===== src/rtl/conversionFunctions.sv =====
// Shared pointer-width constants and Gray/binary conversion helpers for the
// dual-clock FIFO. Used by the write-side and read-side pointer blocks and
// by the RAM.
package conversionFunctions;

  // Pointer width including the wrap bit.
  localparam int WIDTH  = 9;
  // RAM address width and FIFO depth.
  localparam int ADDR_W = WIDTH - 1;
  localparam int DEPTH  = 2 ** ADDR_W;

  // Binary to reflected Gray code.
  function automatic logic [WIDTH-1:0] bin2gray(input logic [WIDTH-1:0] b);
    return b ^ (b >> 1);
  endfunction

  // Reflected Gray code back to binary (prefix XOR from the MSB down).
  function automatic logic [WIDTH-1:0] gray2bin(input logic [WIDTH-1:0] g);
    logic [WIDTH-1:0] b;
    b[WIDTH-1] = g[WIDTH-1];
    for (int i = WIDTH - 2; i >= 0; i--) begin
      b[i] = b[i+1] ^ g[i];
    end
    return b;
  endfunction

endpackage


===== src/rtl/fifo_wptr_full_if.sv =====
// Write-side bus of the dual-clock FIFO: push handshake, RAM write address,
// the Gray pointer crossing to the read domain and write-side status.
interface fifo_wptr_full_if #(
  parameter int WIDTH = conversionFunctions::WIDTH
);
  logic             wr_en;
  logic             clr_overflow;
  logic [WIDTH-1:0] rd_ptr_gray_async;
  logic             wr_accept;
  logic [WIDTH-2:0] wr_addr;
  logic [WIDTH-1:0] wr_ptr_gray;
  logic             full;
  logic             almost_full;
  logic [WIDTH-1:0] level;
  logic             overflow;

  // Producer / RAM side.
  modport master (
    output wr_en, clr_overflow, rd_ptr_gray_async,
    input  wr_accept, wr_addr, wr_ptr_gray, full, almost_full, level, overflow
  );

  // Write-pointer block.
  modport slave (
    input  wr_en, clr_overflow, rd_ptr_gray_async,
    output wr_accept, wr_addr, wr_ptr_gray, full, almost_full, level, overflow
  );
endinterface


===== src/rtl/sync_nff.sv =====
// Plain N-flop synchronizer chain. No logic between stages so every bit
// gets the full resolution time of each stage. Shared with the read side.
module sync_nff #(
  parameter int WIDTH  = 1,
  parameter int STAGES = 2
) (
  input  logic             clk,
  input  logic             rst,
  input  logic [WIDTH-1:0] d_i,
  output logic [WIDTH-1:0] q_o
);

  logic [WIDTH-1:0] stage_q [STAGES];

  // Shift the asynchronous input through the flop chain.
  always_ff @(posedge clk) begin
    if (rst) begin
      for (int i = 0; i < STAGES; i++) begin
        stage_q[i] <= '0;
      end
    end else begin
      stage_q[0] <= d_i;
      for (int i = 1; i < STAGES; i++) begin
        stage_q[i] <= stage_q[i-1];
      end
    end
  end

  assign q_o = stage_q[STAGES-1];

endmodule


===== src/rtl/fifo_wptr_full.sv =====
// Write-domain pointer and full-flag generator for the dual-clock FIFO.
// Owns the binary/Gray write pointers, synchronizes the read Gray pointer
// and derives full, almost-full, occupancy and sticky overflow. Full and
// level are pessimistic: the read pointer seen here lags the real one.
module fifo_wptr_full #(
  parameter int WIDTH        = conversionFunctions::WIDTH,
  parameter int AFULL_THRESH = 240,
  parameter int SYNC_STAGES  = 2
) (
  input  logic            clk,
  input  logic            rst,
  fifo_wptr_full_if.slave bus
);

  // The conversion helpers are fixed-width, so only the package width works.
  if (WIDTH != conversionFunctions::WIDTH) begin : g_bad_width
    $error("fifo_wptr_full: WIDTH must equal conversionFunctions::WIDTH");
  end
  if (AFULL_THRESH < 1 || AFULL_THRESH > 2 ** (WIDTH - 1)) begin : g_bad_afull
    $error("fifo_wptr_full: AFULL_THRESH out of range");
  end
  if (SYNC_STAGES < 2) begin : g_bad_sync
    $error("fifo_wptr_full: SYNC_STAGES must be at least 2");
  end

  localparam logic [WIDTH-1:0] AFULL_W = WIDTH'(AFULL_THRESH);

  logic [WIDTH-1:0] wr_ptr_bin_q,  wr_ptr_bin_d;
  logic [WIDTH-1:0] wr_ptr_gray_q, wr_ptr_gray_d;
  logic [WIDTH-1:0] level_q,       level_d;
  logic             full_q,        full_d;
  logic             almost_full_q, almost_full_d;
  logic             overflow_q,    overflow_d;
  logic             accept;
  logic [WIDTH-1:0] rq;
  logic [WIDTH-1:0] rbin;

  sync_nff #(
    .WIDTH  (WIDTH),
    .STAGES (SYNC_STAGES)
  ) u_rptr_sync (
    .clk (clk),
    .rst (rst),
    .d_i (bus.rd_ptr_gray_async),
    .q_o (rq)
  );

  // Next-state pointer, flag and occupancy computation.
  always_comb begin
    accept        = bus.wr_en & ~full_q;
    wr_ptr_bin_d  = wr_ptr_bin_q + WIDTH'(accept);
    wr_ptr_gray_d = conversionFunctions::bin2gray(wr_ptr_bin_d);
    rbin          = conversionFunctions::gray2bin(rq);
    // Full when the write pointer is exactly one lap ahead: in Gray code
    // that is the read pointer with its top two bits inverted.
    full_d        = (wr_ptr_gray_d == {~rq[WIDTH-1:WIDTH-2], rq[WIDTH-3:0]});
    level_d       = wr_ptr_bin_d - rbin;
    almost_full_d = (level_d >= AFULL_W);
    // A rejected push beats a simultaneous clear so no overflow is lost.
    overflow_d    = overflow_q;
    if (bus.clr_overflow) begin
      overflow_d = 1'b0;
    end
    if (bus.wr_en && full_q) begin
      overflow_d = 1'b1;
    end
  end

  // Register pointers and status; reset discards all write-side state.
  always_ff @(posedge clk) begin
    if (rst) begin
      wr_ptr_bin_q  <= '0;
      wr_ptr_gray_q <= '0;
      level_q       <= '0;
      full_q        <= 1'b0;
      almost_full_q <= 1'b0;
      overflow_q    <= 1'b0;
    end else begin
      wr_ptr_bin_q  <= wr_ptr_bin_d;
      wr_ptr_gray_q <= wr_ptr_gray_d;
      level_q       <= level_d;
      full_q        <= full_d;
      almost_full_q <= almost_full_d;
      overflow_q    <= overflow_d;
    end
  end

  assign bus.wr_accept   = accept;
  assign bus.wr_addr     = wr_ptr_bin_q[WIDTH-2:0];
  assign bus.wr_ptr_gray = wr_ptr_gray_q;
  assign bus.full        = full_q;
  assign bus.almost_full = almost_full_q;
  assign bus.level       = level_q;
  assign bus.overflow    = overflow_q;

endmodule


===== src/flat_wrapper.sv =====
// flat-port wrapper written by rule: the top's interface ports become plain ports
module fifo_wptr_full_flat 
#(
  parameter int WIDTH        = conversionFunctions::WIDTH,
  parameter int AFULL_THRESH = 240,
  parameter int SYNC_STAGES  = 2
)
  (clk, rst, bus_wr_en, bus_clr_overflow, bus_rd_ptr_gray_async, bus_wr_accept, bus_wr_addr, bus_wr_ptr_gray, bus_full, bus_almost_full, bus_level, bus_overflow);
  fifo_wptr_full_if #(.WIDTH(WIDTH)) bus_i ();
  input  logic clk;
  input  logic rst;
  input wire logic [$bits(bus_i.wr_en)-1:0] bus_wr_en;
  input wire logic [$bits(bus_i.clr_overflow)-1:0] bus_clr_overflow;
  input wire logic [$bits(bus_i.rd_ptr_gray_async)-1:0] bus_rd_ptr_gray_async;
  output wire logic [$bits(bus_i.wr_accept)-1:0] bus_wr_accept;
  output wire logic [$bits(bus_i.wr_addr)-1:0] bus_wr_addr;
  output wire logic [$bits(bus_i.wr_ptr_gray)-1:0] bus_wr_ptr_gray;
  output wire logic [$bits(bus_i.full)-1:0] bus_full;
  output wire logic [$bits(bus_i.almost_full)-1:0] bus_almost_full;
  output wire logic [$bits(bus_i.level)-1:0] bus_level;
  output wire logic [$bits(bus_i.overflow)-1:0] bus_overflow;
  assign bus_i.wr_en = bus_wr_en;
  assign bus_i.clr_overflow = bus_clr_overflow;
  assign bus_i.rd_ptr_gray_async = bus_rd_ptr_gray_async;
  assign bus_wr_accept = bus_i.wr_accept;
  assign bus_wr_addr = bus_i.wr_addr;
  assign bus_wr_ptr_gray = bus_i.wr_ptr_gray;
  assign bus_full = bus_i.full;
  assign bus_almost_full = bus_i.almost_full;
  assign bus_level = bus_i.level;
  assign bus_overflow = bus_i.overflow;
  fifo_wptr_full #(.WIDTH(WIDTH), .AFULL_THRESH(AFULL_THRESH), .SYNC_STAGES(SYNC_STAGES)) u_core (.clk(clk), .rst(rst), .bus(bus_i));
endmodule

===== config.mk =====
export PLATFORM = sky130hd
export DESIGN_NAME = fifo_wptr_full_flat
export DESIGN_NICKNAME = d
export VERILOG_FILES = /design/src/rtl/conversionFunctions.sv /design/src/rtl/fifo_wptr_full_if.sv /design/src/rtl/sync_nff.sv /design/src/rtl/fifo_wptr_full.sv /design/src/flat_wrapper.sv
export SDC_FILE = /design/constraint.sdc
export NUM_CORES = 1
export LEC_CHECK = 0
export CAP_MARGIN = 5
export CELL_PAD_IN_SITES_DETAIL_PLACEMENT = 0
export CELL_PAD_IN_SITES_GLOBAL_PLACEMENT = 2
export CORE_AREA = 2 2 82 84
export DETAILED_ROUTE_END_ITERATION = 8
export DIE_AREA = 0 0 84 86
export PLACE_DENSITY = 0.83
export RECOVER_POWER = 50
export SLEW_MARGIN = 20
export SYNTH_ARGS = -nofsm -noshare
export SYNTH_HDL_FRONTEND = slang
export SYNTH_SLANG_ARGS = --single-unit
export TNS_END_PERCENT = 1

===== constraint.sdc =====
create_clock -name clk -period 6.28 [get_ports clk]
set_input_delay 0.942 -clock clk [delete_from_list [all_inputs] [get_ports clk]]
set_output_delay 0.942 -clock clk [all_outputs]
set_load 0.05 [all_outputs]

* Word-level counts from Yosys, hierarchy flattened
Memory sizes are Yosys's and may differ from the RTL's.
Index checks and enable logic that the tools add are counted.
** Word-level totals
- Memory bits (read-only) :: 0
- Logic and storage cells :: 34
- Input bits :: 13
- Bits in latches :: 0
- Memory bits (writable) :: 18
- Output and inout bits :: 30
- Register bits :: 30
- Memories kept :: 1
** Cells by class
- Shift operators :: 0
- $add $sub $neg :: 2
- Divide/modulo/power cells :: 0
- Multiplexer cells :: 7
- Eq/ne operators :: 1
- Bitwise gates (word level) :: 14
- Reduce and logical (&&, ||, !) cells :: 2
- Magnitude comparators :: 1
- Multipliers :: 0
** Memory list
- u_core.u_rptr_sync.stage_q :: words 2, bits a word 9, rd ports 2, clocked after memory_dff 0, write ports 2, line sync_nff.sv:13 : logic [WIDTH-1:0] stage_q [STAGES];
** Operators with widths (number)
- $mux 9 :: 2
- $add 9x1->9 :: 1
- $eq 9x9->1 :: 1
- $ge 9x8->1 const B :: 1
- $sub 9x9->9 :: 1
- $xor 9x8->9 :: 1
- $xor 1x1->1 :: 8
- $mux 1 :: 5
- $not 2->2 :: 1
- $or 1x1->1 :: 2
- $reduce_bool 2->1 :: 1
- $and 1x1->1 :: 1
- $logic_and 1x1->1 :: 1
- $not 1->1 :: 1

* Logic depth before layout (Yosys ltp)
Gate-level depths: netlist of run 1.
- Depth in word-level cells :: 10
- Gate-level depth with buffers :: 15
- Gate-level depth less buffers :: 15

* By module
Synthesis of run 1 repeated with hierarchy kept, for this count alone.
** Unflattened totals
- Cells, all modules :: 217
- Area, all modules :: 2204.6 µm²
** Modules (own cells, without submodules)
- fifo_wptr_full :: area each 1647.8 µm², instances 1, cells each 171, seq. area each 580.6 µm²
- sync_nff :: area each 556.8 µm², instances 1, cells each 46, seq. area each 360.3 µm²

* Worst setup path before layout of run 1
No wires, ideal clock.
- Path kind :: input to register
- From :: in bus_wr_en
- To :: reg u_core.almost_full_q, in the netlist u_core.bus.almost_full
- Arrival :: 4.043 ns
- Cell stages on the path :: 11
- Required time :: 6.150 ns
- Library setup time :: 0.130 ns
- Setup slack :: 2.107 ns
- Buffers on the path :: 0
- Cell sequence :: nor2b_1 -> ha_1 -> ha_1 -> xor2_1 -> ha_1 -> nor2b_1 -> o31a_1 -> o31a_1 -> o22ai_1 -> xor2_1 -> o22ai_1
** On the way
- Word-level cells in the longest chain between the ends :: 4
** RTL lines
- from (decl) :: line flat_wrapper.sv:12 : input wire logic [$bits(bus_i.wr_en)-1:0] bus_wr_en;
- $and 1x1->1 :: line fifo_wptr_full.sv:50 : accept = bus.wr_en & ~full_q;
- $add 9x1->9 :: line fifo_wptr_full.sv:51 : wr_ptr_bin_d = wr_ptr_bin_q + WIDTH'(accept);
- net u_core.wr_ptr_bin_d[2] :: line fifo_wptr_full.sv:28 : logic [WIDTH-1:0] wr_ptr_bin_q, wr_ptr_bin_d;
- $sub 9x9->9 :: line fifo_wptr_full.sv:57 : level_d = wr_ptr_bin_d - rbin;
- $ge 9x8->1 :: line fifo_wptr_full.sv:58 : almost_full_d = (level_d >= AFULL_W);
- to (signal assigned) :: line fifo_wptr_full.sv:83 : almost_full_q <= almost_full_d;
- to (decl) :: line fifo_wptr_full.sv:32 : logic almost_full_q, almost_full_d;
The timed path passes the listed nets, and every way through them passes these cells.
A chain may end at the register's enable or synchronous reset.

* Final worst setup path of run 1
Ends and elaborated chain as after synthesis.

==> run summary, run 1 <==
Clock latency at the later pin of the worst-skew pair = 0.30 ns
Starting DRT DRC Count = 29
Fin Clk Skew = 0.00718 ns
Final min period = 3.96 ns
Diodes inserted = 0
Tot Pwr = 739 µW
Worst R2R Setup Slack = 2.59 ns
Gpl congestion = 0.653
Initial core utilization = 0.323
Max IR drop VDD = 0.113 mV
Simple-Gate Fraction of Synth Area = 0.187
Final setup fails = 0
Outcome = finished with violations
Core Box Area = 6280 µm²
Layout cells sized above 1 = 0.0635
Clock transition at path regs = 0.08 ns
Cell repeated most along the worst path = ha_1
Max-slew violations = 48
Die Span Y = 86 µm
Post-synth cell types = 30
Initial antenna violation count = 0
Critical Path Start Type = primary input
ANT nets after route = 0
Largest family of logic cells by synthesized area = simple AND/OR/NAND/NOR gates
Drt first pass iters = 4
Reg-to-Reg End = u_core.bus.almost_full
Syn Nets = 230
Fmax = 253 MHz
Max-Cap Viols = 1
Cell taking the most area after synthesis = dfxtp_1
Failing checks = max-capacitance violations, max-slew violations
Vias = 1425
Root buffer cell = clkbuf_8
Hold Fails Final Rpt = 0
Top_reg_cell synth = dfxtp_1
Post-Synth Adder-Cell Area = 0.0716
Site Rows = 29
CP Class = in -> reg
Ports = 43
Total grt overflow = 0
Clock buffer depth = 2
Reg area = 941 µm²
Setup crit start = bus_wr_en
Post-Syn Area per Cell = 9.84 µm²
Clock sink count = 47
P_leak = 0.00109 µW
RSZ-0062 raised after global routing = no
Multi-input logic area = 1030 µm²
Final routed DRC violation total = 0
Worst slew pin tran = 1.98 ns
Final period util = 0.630
Post-Synth XOR/XNOR Area = 0.164
Top post-synthesis cells by area = dfxtp_1, nor2b_1, ha_1
Worst slew margin = -0.323
Final TNS setup = 0 ns
Post-synthesis mux area share = 0.00494
CTS H-tree lvls = 2
Yosys synthesis warning count = 0
Most numerous cell in the Yosys netlist = dfxtp_1
HPWL Detailed = 2690 µm
Post-synthesis to final-layout area growth = 29.7%
Reg2Reg Launch Point = u_core.u_rptr_sync.stage_q[0][17]
R2r worst-path depth = 15
Pin count of the biggest net entering global routing = 48
# hold bufs at CTS = 0
Critical path arrival = 4.06 ns
Worst Setup EP = u_core.bus.almost_full
Slowest library cell on the worst path = xor2_1
# Post-CTS Setup Buffers = 0
WL per Instance = 10.9 µm
Cts bufs inserted = 5
CTS tree = yes
Cell count after synthesis = 206
Post-cts sizing count = 0
Crit path required time = 6.38 ns
PwrDens = 281 nW/µm²
Post-synth top cells = dfxtp_1, nor2b_1, nor2_1
Crit path capture type = register
Worst Hold Class = reg -> reg
Cell Chain, Critical Path = clkdlybuf4s50_1, nor2b_1, ha_1, ha_1, xor2_1, ha_1, nor2b_1, o31a_1, o31a_1, o22ai_1, xor2_1, o22ai_1
Post-synth EDFFs = 0
IO buf count = 42
CP max FO = 6
Vias in the first global route = 1361
Final net count = 275
All-Layer GR Usage = 0.111
Async SR Flop Fraction = 0
DRT Wirelength = 3600 µm
Synth Register Bits = 47
Die width = 84 µm
Biggest cell delay along the critical path = 0.51 ns
Post-synthesis sequential area ratio = 0.464
Vias/cell = 4.33
Mapped cell area = 2030 µm²
Share of the synthesized area in the top cell type = 0.464
Fillcell total = 639
Synth Area in Compound Gates = 0.0827
Die area = 7220 µm²
First-pass GRT wire length = 6410 µm
## through the flow
step                      hold slack [ns]  setup slack, ns  area [µm²]  cells   util
after floorplan                     0.414             2.11        2030    206      -
after global placement              0.418             2.13        2530    321  0.403
after detailed placement            0.420             2.06        2530    321  0.403
after CTS                           0.438             2.36        2630    329  0.419
after global routing                0.462             2.02        2630    329  0.419
final                               0.434             2.32        2630    329  0.419
## placed cells by master, fill, tap and decap left out, types with 2 or more instances in the layout
cell / n
nor3_1: 3
o31a_1: 4
and3_1: 2
dlygate4sd3_1: 16
a211oi_1: 2
clkbuf_8: 7
nand2_1: 10
a21oi_1: 7
xnor3_2: 2
xnor2_2: 3
nor2b_1: 25
or2_2: 2
o21ai_0: 5
dfxtp_1: 47
nand3_1: 6
o22ai_1: 3
clkbuf_1: 2
xnor2_1: 13
xor2_1: 12
or3_1: 2
inv_1: 8
o21a_1: 4
clkdlybuf4s50_1: 26
ha_1: 10
nor2_1: 24
## routing by layer
metal | part of all wire | track usage | vias up | wire (µm)
li1 | - | - | 759 | -
met2 | 0.42 | 0.169 | 37 | 1520
met5 | 0 | 0 | - | 0
met1 | 0.49 | 0.144 | 622 | 1760
met3 | 0.072 | 0.0443 | 7 | 259
met4 | 0.016 | 0.0396 | 0 | 57
## cells by family (layout without fill, tap and decap cells)
family | Yosys count | in the layout
fa+ha+maj | 11 | 11
mux | 1 | 1
buf+inv | 14 | 60
xor+xnor | 31 | 31
simple gates | 76 | 76
compound gates | 26 | 26
flops | 47 | 47
## sequential cells by signal, indices dropped and copies added (netlist names)
signal	count
u_core.u_rptr_sync.stage_q	18
u_core.bus.almost_full	1
u_core.wr_ptr_bin_q	8
u_core.bus.wr_ptr_gray	9
u_core.bus.overflow	1
u_core.bus.full	1
u_core.bus.level	9
## worst max-delay path: cells and delay by family
| kind | cells | cell delay, ns |
|---|---|---|
| fa+ha+maj | 3 | 0.79 |
| compound gates | 4 | 0.78 |
| xor+xnor | 2 | 0.72 |
| buf+inv | 1 | 0.47 |
| simple gates | 2 | 0.36 |
## worst min path at each step
stage                                     startpoint                           endpoint  slack, ns  depth (start not counted)
floorplan           u_core.u_rptr_sync.stage_q[0][1]  u_core.u_rptr_sync.stage_q[0][10]       0.41                          1
global placement    u_core.u_rptr_sync.stage_q[0][7]  u_core.u_rptr_sync.stage_q[0][16]       0.42                          1
detailed placement  u_core.u_rptr_sync.stage_q[0][3]  u_core.u_rptr_sync.stage_q[0][12]       0.42                          1
CTS                 u_core.u_rptr_sync.stage_q[0][0]   u_core.u_rptr_sync.stage_q[0][9]       0.44                          1
global route        u_core.u_rptr_sync.stage_q[0][8]  u_core.u_rptr_sync.stage_q[0][17]       0.46                          1
finish              u_core.u_rptr_sync.stage_q[0][0]   u_core.u_rptr_sync.stage_q[0][9]       0.43                          1
## power breakdown
group          internal, µW  leakage [µW]  switching [µW]
clock                   100     0.0000515            94.1
combinational          86.0      0.000648             129
sequential              321      0.000387            8.08
total                   508       0.00109             232
## area by class of cell
type,count,area share
tap,77,0.0366
inverter,9,0.0129
sequential,47,0.358
timing repair buffer,43,0.161
clock buffer,8,0.0381
multi-input combinational,145,0.393
No activity file was read; power rests on OpenSTA's default activity.
==> run 2: changes to the inputs <==
Settings changed: CORE_AREA 2 2 82 84 to 2 2 84 86, DIE_AREA 0 0 84 86 to 0 0 86 88, PLACE_DENSITY 0.83 to 0.8.
Clock period 6.28 ns to 3.8 ns, I/O delays scaled along.
==> run 2 against run 1 <==
The flow now finishes without violations; combinational power increased by 72%; core utilization is 1.7 points lower; via count grew 1.5%; highest routed layer unchanged.
==> run summary, run 2 (synthesis gave the netlist of run 1 again) <==
Outcome = finished clean
Hold Fails Final Rpt = 0 (unchanged)
Vias in the first global route = 1361 (unchanged)
Commonest non-fill, non-tap cell in the layout = dfxtp_1
Starting DRT DRC Count = 42 (+45%)
Max-slew violations = 0 (-100%)
Worst hold stages = 1 (unchanged)
Vias/cell = 4.28 (-1.2%)
Part of the power in registers = 0.455 (+0.009)
Die width = 86 µm (+2.4%)
Fin util = 0.402 (-0.0165)
Clock latency at the later pin of the worst-skew pair = 0.30 ns (about the same)
Diodes inserted = 0 (unchanged)
HPWL Detailed = 2850 µm (+5.8%)
Root buffer cell = clkbuf_8
Total grt overflow = 0 (unchanged)
Sw frac = 0.324 (+0.0105)
Die Span Y = 88 µm (+2.3%)
Clock transition at path regs = 0.08 ns (about the same)
Worst slew pin tran = 0.547 ns (-1.44 ns)
Fillcell total = 668 (+4.5%)
ANT nets after route = 0 (unchanged)
Critical path arrival = 3.81 ns (-0.25 ns)
Final period util = 0.943
All-Layer GR Usage = 0.111 (-0.000644)
Drt first pass iters = 4 (unchanged)
Worst Hold Class = reg -> reg
Fin Clk Skew = 0.00405 ns (-0.00313 ns)
Gpl congestion = 0.697 (+6.6%)
First-pass GRT wire length = 6410 µm (unchanged)
Max-Cap Viols = 0 (-1)
Max reg flops = 18 (unchanged)
CP Class = reg -> reg
WL per Instance = 11.3 µm (+3.5%)
Final min period = 3.58 ns
Crit path capture type = register
R2r worst-path depth = 15 (unchanged)
CP max FO = 3 (-3)
Critical Path Start Type = register
CTS tree = yes
Initial antenna violation count = 0 (unchanged)
# hold bufs at CTS = 0 (unchanged)
Initial core utilization = 0.305 (-0.0178)
Most frequent cells in the layout = dfxtp_1, clkdlybuf4s50_1, nor2_1, nor2b_1, dlygate4sd3_1
Cell Chain, Critical Path = xnor3_2, xor2_2, xnor2_2, xnor3_2, xnor2_4, inv_2, xnor2_2, ha_1, fa_1, nor2b_2, o31a_1, o31a_1, o22ai_1, xor2_1, o22ai_1
Levels on crit path = 15 (+3)
Max IR drop VDD = 0.178 mV (+58%)
Pin count of the biggest net entering global routing = 37 (-23%)
Final routed DRC violation total = 0 (unchanged)
Cells after DPL = 329 (+2.5%)
CTS H-tree lvls = 2 (unchanged)
Largest reg by FF count = u_core.u_rptr_sync.stage_q
Vias = 1446 (+1.5%)
Clock sink count = 47 (unchanged)
RSZ-0062 raised after global routing = no
Fin cells = 338 (+2.7%)
Final TNS setup = 0 ns (unchanged)
Slowest library cell on the worst path = xnor3_2
Fmax = 279 MHz
Die area = 7570 µm² (+4.8%)
Sw Pwr = 388 µW (+68%)
Site Rows = 30 (+3.4%)
IO buf count = 42 (unchanged)
P_leak = 0.00111 µW (+1.8%)
Core Box Area = 6640 µm² (+5.8%)
DRT Wirelength = 3830 µm (+6.4%)
Crit path required time = 4.02 ns (-2.36 ns)
Ports = 43 (unchanged)
Pint = 811 µW (+60%)
Final net count = 281 (+2.2%)
Cts bufs inserted = 5 (unchanged)
Worst R2R Setup Slack = 0.22 ns (-2.37 ns)
Clock buffer depth = 2 (unchanged)
Biggest cell delay along the critical path = 0.47 ns (-0.04 ns)
Critical path buffers and inverters = 1 (unchanged)
Comb pwr share = 0.308 (+0.017)
Final setup fails = 0 (unchanged)
Post-synthesis to final-layout area growth = 31.9%
Layout cells sized above 1 = 0.0853 (+0.0218)
Delay-heaviest family, CP = XOR/XNOR gates
PwrDens = 449 nW/µm² (+59%)
Clock network power share = 0.237 (-0.026)
Worst slew margin = 0.634 (+0.957)
-- run 2: changes by cell type in the layout (fill, tap and decap cells not counted), sizes merged --
cell	before	now
buf	0	6
clkbuf	9	8
clkinv	0	1
-- run 2: final timing paths --
| kind | to | start |
|---|---|---|
| max reg2reg | u_core.bus.almost_full | u_core.u_rptr_sync.stage_q[0][17] |
| min | u_core.u_rptr_sync.stage_q[0][13] | u_core.u_rptr_sync.stage_q[0][4] |
| min reg2reg | u_core.u_rptr_sync.stage_q[0][13] | u_core.u_rptr_sync.stage_q[0][4] |
| max | u_core.bus.almost_full | u_core.u_rptr_sync.stage_q[0][17] |
-- run 2: power groups by stage --
stage                     logic (µW)  clock network [µW]  registers (µW)
after detailed placement         368                   0             558
after CTS                        370                 299             547
after floorplan                  160                   0             663
after global placement           370                   0             559
final                            369                 285             545
after global routing             401                 322             550
-- run 2: layer usage --
layer / vias up / track usage / share of wire
met5: - / 0 / 0
met4: 0 / 0.0346 / 0.011
met3: 5 / 0.0443 / 0.062
met2: 37 / 0.163 / 0.41
met1: 631 / 0.149 / 0.52
li1: 773 / - / -
-- run 2: repair_timing --
action                     4_1_cts  5_1_grt
resized for setup                0        2
setup buffers                    0        1
setup endpoints to repair        0        2
-- run 2: through the flow --
stage | instance area [µm²] | worst slack (ns) | power [µW] | hold WS, ns
2_1_floorplan | 2030 | 0.307 | 823 | 0.414
3_3_place_gp | 2580 | 0.250 | 928 | 0.418
3_5_place_dp | 2580 | 0.185 | 926 | 0.420
4_1_cts | 2660 | 0.160 | 1220 | 0.440
5_1_grt | 2670 | 0.00172 | 1270 | 0.466
6_report | 2670 | 0.215 | 1200 | 0.437
-- run 2: layout make-up --
type,count,area [µm²],area share
repair buffers,49,469,0.176
flip-flops and latches,47,941,0.352
multi-input cells,145,1050,0.392
well taps,80,100,0.0375
clock buffers,7,76.3,0.0286
inverters,9,33.8,0.0126
clock inverters,1,5.00,0.00187
==> run 3: changes to the inputs <==
Settings changed: CORE_AREA 2 2 84 86 to 2 2 77 79, DIE_AREA 0 0 86 88 to 0 0 79 81, DONT_BUFFER_PORTS set to 1, PLACE_DENSITY 0.8 to 0.77.
==> run 3 against run 2 <==
Combinational power decreased by 46%; sequential share of layout area increased by 6.9 points; maximum frequency increased by 1.4%; clock-buffer cell count unchanged; total power decreased by 5.7%; die area decreased by 15%; hold slack got worse by 0.10 ns; wire length decreased by 5.5%; non-clock buffer count decreased by 41; highest routed layer unchanged.
==> run summary, run 3 (synthesis gave the netlist of run 1 again) <==
Outcome = finished clean
Fin Clk Skew = 0.00491 ns (+0.000853 ns)
Clock network power share = 0.252 (+0.015)
Final period util = 0.930 (-0.0132)
RSZ-0062 raised after global routing = no
IO buf count = 0 (-100%)
Most frequent cells in the layout = dfxtp_1, nor2_1, nor2b_1, xnor2_1, xor2_1
CP max FO = 3 (unchanged)
Critical Path Start Type = register
PwrDens = 505 nW/µm² (+13%)
Max-slew violations = 0 (unchanged)
All-Layer GR Usage = 0.124 (+0.0135)
Final net count = 240 (-15%)
Max reg flops = 18 (unchanged)
Post-synthesis to final-layout area growth = 10.4%
Comb pwr share = 0.176 (-0.132)
Die Span Y = 81 µm (-8.0%)
Gpl congestion = 0.721 (+3.4%)
Hold Fails Final Rpt = 0 (unchanged)
Cts bufs inserted = 5 (unchanged)
P_leak = 0.000915 µW (-17%)
Final Cell Area = 2240 µm² (-16%)
Cells after DPL = 283 (-14%)
Initial core utilization = 0.357 (+0.0521)
ANT nets after route = 0 (unchanged)
Die width = 79 µm (-8.1%)
First-pass GRT wire length = 5990 µm (-6.6%)
Sw Pwr = 372 µW (-4.2%)
Worst slew margin = 0.524 (-0.110)
Drt first pass iters = 4 (unchanged)
DP Area = 2160 µm² (-16%)
Die area = 6400 µm² (-15%)
Pint = 758 µW (-6.5%)
Max IR drop VDD = 0.155 mV (-13%)
Pin count of the biggest net entering global routing = 48 (+30%)
Final routed DRC violation total = 0 (unchanged)
HPWL Detailed = 2630 µm (-7.6%)
Part of the power in registers = 0.572 (+0.117)
Fmax = 283 MHz (+1.4%)
Vias/cell = 4.51 (+5.3%)
Clock sink count = 47 (unchanged)
Initial antenna violation count = 0 (unchanged)
Multi-input logic area = 1040 µm² (-0.84%)
Fillcell total = 590 (-12%)
CTS tree = yes
Final TNS setup = 0 ns (unchanged)
CP Class = reg -> reg
Commonest non-fill, non-tap cell in the layout = dfxtp_1
Clock latency at the later pin of the worst-skew pair = 0.29 ns (about the same)
Crit path capture type = register
Diodes inserted = 0 (unchanged)
Layout cells sized above 1 = 0.106 (+0.0207)
Crit path required time = 3.98 ns (-0.04 ns)
Sw frac = 0.329 (+0.00534)
Max-Cap Viols = 0 (unchanged)
Total grt overflow = 0 (unchanged)
Largest reg by FF count = u_core.u_rptr_sync.stage_q
Ports = 43 (unchanged)
Pre-CTS WS = 0.201 ns (+0.0162 ns)
Clock buffer depth = 2 (unchanged)
Fin cells = 292 (-14%)
Core Box Area = 5680 µm² (-15%)
Vias = 1316 (-9.0%)
Critical path arrival = 3.71 ns (-0.10 ns)
Site Rows = 28 (-6.7%)
WL per Instance = 12.4 µm (+9.4%)
Root buffer cell = clkbuf_8
Vias in the first global route = 1256 (-7.7%)
CTS H-tree lvls = 2 (unchanged)
Final setup fails = 0 (unchanged)
Reg area = 942 µm² (+0.13%)
Starting DRT DRC Count = 81 (+93%)
Final min period = 3.53 ns (-0.0500 ns)
Worst slew pin tran = 0.714 ns (+0.166 ns)
Worst Hold Class = in -> reg
Post-route setup slack = 0.265 ns (+0.0500 ns)
DRT Wirelength = 3620 µm (-5.5%)
Clock transition at path regs = 0.08 ns (about the same)
[run 3: metal layers]
layer	share of wire	track usage
met1	0.46	0.147
met4	0.020	0.0517
met2	0.43	0.195
met5	0	0
met3	0.086	0.0578
[run 3: worst paths after layout]
path,slack (ns),startpoint,cells after the start,endpoint
worst max-delay path,0.27,u_core.u_rptr_sync.stage_q[0][17],15,u_core.bus.almost_full
worst min-delay path,0.34,rst,1,u_core.u_rptr_sync.stage_q[0][17]
worst max register to register,0.27,u_core.u_rptr_sync.stage_q[0][17],15,u_core.bus.almost_full
worst min register to register,0.44,u_core.u_rptr_sync.stage_q[0][8],1,u_core.u_rptr_sync.stage_q[0][17]
[run 3: cell type report]
cell class	instances	share of cell area
multi-input combinational	145	0.464
sequential	47	0.421
tap	75	0.0419
clock buffer	7	0.0341
timing repair buffer	8	0.0218
inverter	9	0.0151
clock inverter	1	0.00224
[run 3: timing repair]
| item | CTS | global route |
|---|---|---|
| resized for setup | 0 | 2 |
| buffers inserted | 0 | 1 |
| hold buffers | 0 | 0 |
| setup endpoints to repair | 0 | 1 |
[run 3: worst max-delay path, cell delays in order, from the launching register on]
cell and delay [ns]:
dfxtp_2 0.36, xnor3_2 0.45, xor2_2 0.18, xnor2_2 0.24
xnor3_2 0.33, xnor2_2 0.20, inv_2 0.08, xnor2_2 0.13
ha_1 0.21, fa_1 0.40, nor2b_2 0.15, o31a_1 0.18
o31a_1 0.15, o22ai_1 0.09, xor2_1 0.18, o22ai_1 0.10
[run 3: per-stage QoR]
stage | hold WS (ns) | utilization | total power [µW]
6_report | 0.337 | 0.394 | 1130
4_1_cts | 0.326 | 0.394 | 1150
2_1_floorplan | 0.414 | - | 823
5_1_grt | 0.310 | 0.394 | 1200
3_3_place_gp | 0.419 | 0.380 | 858
3_5_place_dp | 0.426 | 0.380 | 858
[run 3: power by group through the flow]
stage	registers [µW]	logic, µW	clock network (µW)
floorplan	663	160	0
global placement	660	198	0
detailed placement	659	198	0
CTS	648	200	299
global route	651	224	328
finish	646	199	285
